**src/rtl/register_bank.sv**
```systemverilog
// 32x32 general-purpose register file: two combinational read ports, one write port,
// asynchronous active-low clear. Define ZERO_REG_EN to hardwire register 0 to zero.
module register_bank #(
    parameter int DATA_WIDTH = 32,
    parameter int ADDR_WIDTH = 5
) (
    input  logic                  clock,
    input  logic                  clear,
    output logic [DATA_WIDTH-1:0] dataReadA,
    output logic [DATA_WIDTH-1:0] dataReadB,
    input  logic [ADDR_WIDTH-1:0] readRegA,
    input  logic [ADDR_WIDTH-1:0] readRegB,
    input  logic [ADDR_WIDTH-1:0] writeReg,
    input  logic                  readWrite,
    input  logic [DATA_WIDTH-1:0] writeData
);

    localparam int DEPTH = 2 ** ADDR_WIDTH;

    logic [DATA_WIDTH-1:0] regFile_r [DEPTH];
    logic                  writeEn_s;

    // Qualify the write enable; the zero register silently drops its writes
    always_comb begin
        writeEn_s = readWrite;
`ifdef ZERO_REG_EN
        if (writeReg == {ADDR_WIDTH{1'b0}}) begin
            writeEn_s = 1'b0;
        end else begin
            writeEn_s = readWrite;
        end
`endif
    end

    // Register storage: asynchronous clear of the whole file, single write per edge
    always_ff @(posedge clock or negedge clear) begin
        if (!clear) begin
            for (int i = 0; i < DEPTH; i++) begin
                regFile_r[i] <= {DATA_WIDTH{1'b0}};
            end
        end else if (writeEn_s) begin
            regFile_r[writeReg] <= writeData;
        end
    end

    // Read port A: no bypass, so a same-cycle write shows only after the edge
    always_comb begin
        dataReadA = regFile_r[readRegA];
`ifdef ZERO_REG_EN
        if (readRegA == {ADDR_WIDTH{1'b0}}) begin
            dataReadA = {DATA_WIDTH{1'b0}};
        end else begin
            dataReadA = regFile_r[readRegA];
        end
`endif
    end

    // Read port B: independent of port A and of the write enable
    always_comb begin
        dataReadB = regFile_r[readRegB];
`ifdef ZERO_REG_EN
        if (readRegB == {ADDR_WIDTH{1'b0}}) begin
            dataReadB = {DATA_WIDTH{1'b0}};
        end else begin
            dataReadB = regFile_r[readRegB];
        end
`endif
    end

endmodule

```
**config.mk**
```make
export PLATFORM = sky130hd
export DESIGN_NAME = register_bank
export DESIGN_NICKNAME = d
export VERILOG_FILES = /design/src/rtl/register_bank.sv
export SDC_FILE = /design/constraint.sdc
export NUM_CORES = 2
export LEC_CHECK = 0
export CORE_MARGIN = 2
export CORE_UTILIZATION = 35
export DETAILED_ROUTE_END_ITERATION = 16
export PLACE_DENSITY = 0.51
export SLEW_MARGIN = 20
export SYNTH_ARGS = -nofsm -noshare
export SYNTH_HDL_FRONTEND = slang
export SYNTH_SLANG_ARGS = --single-unit
export TNS_END_PERCENT = 50
```
**constraint.sdc**
```tcl
create_clock -name clock -period 2 [get_ports clock]
set_input_delay 0.4 -clock clock [delete_from_list [all_inputs] [get_ports clock]]
set_output_delay 0.4 -clock clock [all_outputs]
set_load 0.01 [all_outputs]
```
==> out/results.txt <==
After synthesis, the share of cell area in mux cells is 38.72%. The first global-routing pass estimated 302200 um of wire. The tools report the net count reported at finish as 5163. The synthesized netlist devotes 6.976% of its cell area to compound gates. The run gives 1.60 ns as the data required time at the worst endpoint.

Yosys mapped a number of flops with a built-in enable equal to 0. The tools report the final wirelength as 207000 um. Across all register-to-register paths, the minimum setup slack is 1.01 ns. Count of buffers from port buffering: 113.

The hold violation count in the final report came out at 0. The capture point of the worst path was dataReadA[31]. By area, the combinational part of the netlist is dominated by multiplexers.

The detail route stage leaves a number of antenna-violating nets equal to 0. The number of cells on the worst reg-to-reg path is 3. The synthesized netlist devotes 0% of its cell area to adder and majority cells.

The final number of max-transition violations was 0. From synthesis to final layout, the design area changed by 28.23%. The logs give 52.06% for the worst-case headroom to the max-slew limit and 4655 for the number of nets in the synthesized netlist.

For this design, the sink count on the clock tree is 1024. In this run the cell area of the synthesized design comes to 56250 um2. Xor/xnor share of the synthesized area: 0%. The count of unresolved DRC violations after routing was 0; the vertical extent of the die was 404.9 um. The commonest cells after synthesis are 1024 x dfrtp_1, 1024 x mux2i_1, 987 x mux2_2.

The initialized floorplan defines 147 standard-cell rows. For the worst setup margin, the log shows -0.6947 ns. Walking the worst path, the cells encountered are mux2i_2 > a22o_1 > nor3_2 > a31oi_1 > nand3_2 > buf_6.

Max-cap violations in this run came to 0. The number of placed I/O pins came out at 114. The tools report the effective utilization at floorplan as 35.15%. The flip-flop count of the largest register, all copies and words added was 1024; the actual slew at the worst max-slew pin was 0.7160 ns. Clock tree synthesis selected as its root buffer the cell clkbuf_16.

A synthesized cell averages 12.21 um2. Dividing the detail-routed wire length by the instance count gives 28.38 um. The die footprint came out at 163900 um2. The total track usage was 24.95%; the placer's final routability congestion estimate was 0.8590.

The number of buffer and inverter stages on the critical path works out to 1. The worst register-to-register path ends at regFile_r[992]. The cell type with the largest total area after synthesis is dfrtp_1. TritonCTS built the clock tree.

Cells with a size suffix above 1 make up 42.49% of the layout. Grouping stages by cell kind, the critical path spends the most delay in flip-flops. Based on the critical path, the design can be clocked at up to 371.1 MHz. The run gives 0.0007394 V as the worst vdd rail ir drop. Library cell contributing the largest single delay on the critical path: dfrtp_1.

Clock-pin slew was measured on the worst setup and hold paths at 0.06 ns. The run gives 103 as the pin count of the biggest net entering global routing. The sequential element share of the synthesized area is 45.56%, and the pre-CTS setup slack is -1.704 ns. The most critical setup path has its startpoint at regFile_r[1023].

The startpoint of the worst register-to-register path is regFile_r[992]. The flow ran to the end, but the final reports show violations. The H-tree depth was 3. The nature of the critical path endpoint was an output port. Sorting the synthesized cells by area gives the leading types as dfrtp_1 46%, mux2_2 20%, mux2i_1 18%. Across the routed clock network, the largest skew measured is 0 ns.

The via density per instance came out at 5.670. The fraction of registers with async set/reset is 100.0%. The DRC violation total after the first TritonRoute iteration is 3014. Type of the worst min-delay path: in2async. The routed layout has 41361 vias. The die is 404.9 um wide.

The floorplan core area is 160000 um2. Setup repair after global routing could not meet its margin everywhere. The routed design could run at a clock period as short as 2.695 ns.

In the final layout, the registers with the most flip-flops are regFile_r x1024. For the worst-skew pair, the clock arrives at the later sink with an insertion delay of 0.74 ns. The top cell type by area accounts for 45.56% of the synthesized area.

The tools report the final global-route overflow total as 0. Path type of the worst setup path: reg2out. Synthesis handed over a netlist of 4605 instances. Setup violations remaining at the end of the flow were counted as 64.

The first TritonRoute pass finished after 6 iterations. In this run the worst path has a maximum fanout of 3. The critical path crosses 6 cells after its start point. For the total CTS buffers, the log shows 117.

The synthesis warning total was 0. The final reports fail on setup timing. The top flip-flop cell by instance count after synthesis is dfrtp_1. The power density over the cells was 904.1 nW/um2.

In the finished design, the share of the clock period the worst path needs comes to 134.7%. The area fraction in and, or, nand and nor cells after synthesis works out to 4.378%. In this design, the stage delay of the slowest critical-path cell is 0.41 ns. At the worst endpoint, the arrival time is 2.29 ns.

The leakage power was 33.71 nW; the number of distinct library cell variants in the gate-level netlist after synthesis was 28. The element type at the critical path start was a flop. The register with the most flip-flops in the final layout is regFile_r. The logs give 42646 for the via count of the first global-routing pass and 3 for the deepest clock path buffer count. The power after layout came out at 65.21 mW.

The final HPWL from detailed placement is 134600 um. The tools report the initial antenna violation count as 5. After synthesis the netlist holds a flip-flop and latch count of 1024.
[cells by family after synthesis]
kind of cell	Yosys count
AO/OA/AOI/OAI	576
buffers and inverters	444
flip-flops	1024
multiplexers	2048
AND/OR/NAND/NOR	513
[placed cells by master, fill, tap and decap left out, types with 6 or more instances in the layout]
| cell | Yosys | routed |
|---|---|---|
| dfrtp_1 | 1024 | 1024 |
| mux2i_1 | 1024 | 993 |
| mux2_2 | 987 | 987 |
| buf_4 | 59 | 424 |
| buf_12 | 0 | 225 |
| nand2_1 | 211 | 189 |
| a22oi_1 | 192 | 187 |
| a21oi_1 | 192 | 183 |
| nand3_1 | 194 | 146 |
| a22o_1 | 128 | 126 |
| clkbuf_16 | 0 | 121 |
| buf_6 | 57 | 94 |
| clkdlybuf4s50_1 | 0 | 38 |
| mux2_1 | 37 | 37 |
| nor3_2 | 0 | 34 |
| clkbuf_1 | 190 | 34 |
| clkbuf_8 | 0 | 30 |
| nand3_2 | 0 | 29 |
| mux2i_2 | 0 | 26 |
| a31oi_4 | 0 | 26 |
| nor3_4 | 0 | 25 |
| a31oi_1 | 64 | 20 |
| nand3_4 | 0 | 19 |
| nor2_4 | 16 | 18 |
| a31oi_2 | 0 | 18 |
| clkinv_2 | 0 | 14 |
| buf_16 | 0 | 14 |
| buf_8 | 0 | 14 |
| nand2_2 | 0 | 13 |
| a21oi_2 | 0 | 9 |
| nand2_4 | 0 | 9 |
| buf_2 | 110 | 9 |
| bufinv_16 | 0 | 8 |
| nor3_1 | 65 | 6 |
[cell type report]
class / instances / area [um2]
clock inverters: 32 / 441.7
repair buffers: 833 / 10030
flip-flops and latches: 1024 / 25620
multi-input cells: 3137 / 29920
fillers: 14774 / 87890
diodes: 1 / 2.502
clock buffers: 182 / 3493
well taps: 2086 / 2610
[timing repair]
item,4_1_cts,5_1_grt
gates cloned,11,3
endpoints found under the setup margin,64,122
setup buffers,71,22
pin swaps,137,143
hold endpoints to repair,313,0
hold buffers,1,0
gates resized for setup,592,120
[report_power, final]
part / switching (mW) / total (mW) / internal (mW) / leakage, nW
registers: 3.09 / 27.9 / 24.8 / 13.1
clock network: 9.22 / 22.2 / 13.0 / 1.93
logic: 6.94 / 15.1 / 8.17 / 18.7
total: 19.2 / 65.2 / 46.0 / 33.7
[worst reg2reg max path, stage by stage, from the launching register on]
cell,delay [ns]
dfrtp_1,0.39
buf_6,0.13
buf_4,0.12
mux2_2,0.25
[routing by layer]
layer	global-route usage [%]	share of wire, %
met2	40.63	47
met5	0	0.011
met4	6.173	2.5
met1	34.98	46
met3	3.257	4.5
[how the worst min path moves through the flow]
stage | from | endpoint | cells after the start
2_1_floorplan | clear | regFile_r[0] | 0
3_3_place_gp | clear | regFile_r[65] | 1
3_5_place_dp | clear | regFile_r[65] | 1
4_1_cts | clear | regFile_r[65] | 2
5_1_grt | clear | regFile_r[65] | 2
6_report | clear | regFile_r[65] | 2
[stage by stage]
step	setup TNS, ns	instance area (um2)	utilization, %	std cells	hold slack (ns)
2_1_floorplan	-2.325	56250	-	4605	0.1044
3_3_place_gp	-570.66	65050	40.66	7003	0.3387
3_5_place_dp	-571.37	65050	40.66	7003	0.3335
4_1_cts	-38.22	71470	44.66	7282	0.1340
5_1_grt	-38.49	72120	45.07	7294	0.1446
6_report	-33.28	72130	45.07	7295	0.1589
Note: power is estimated with default switching activity, not from simulation.
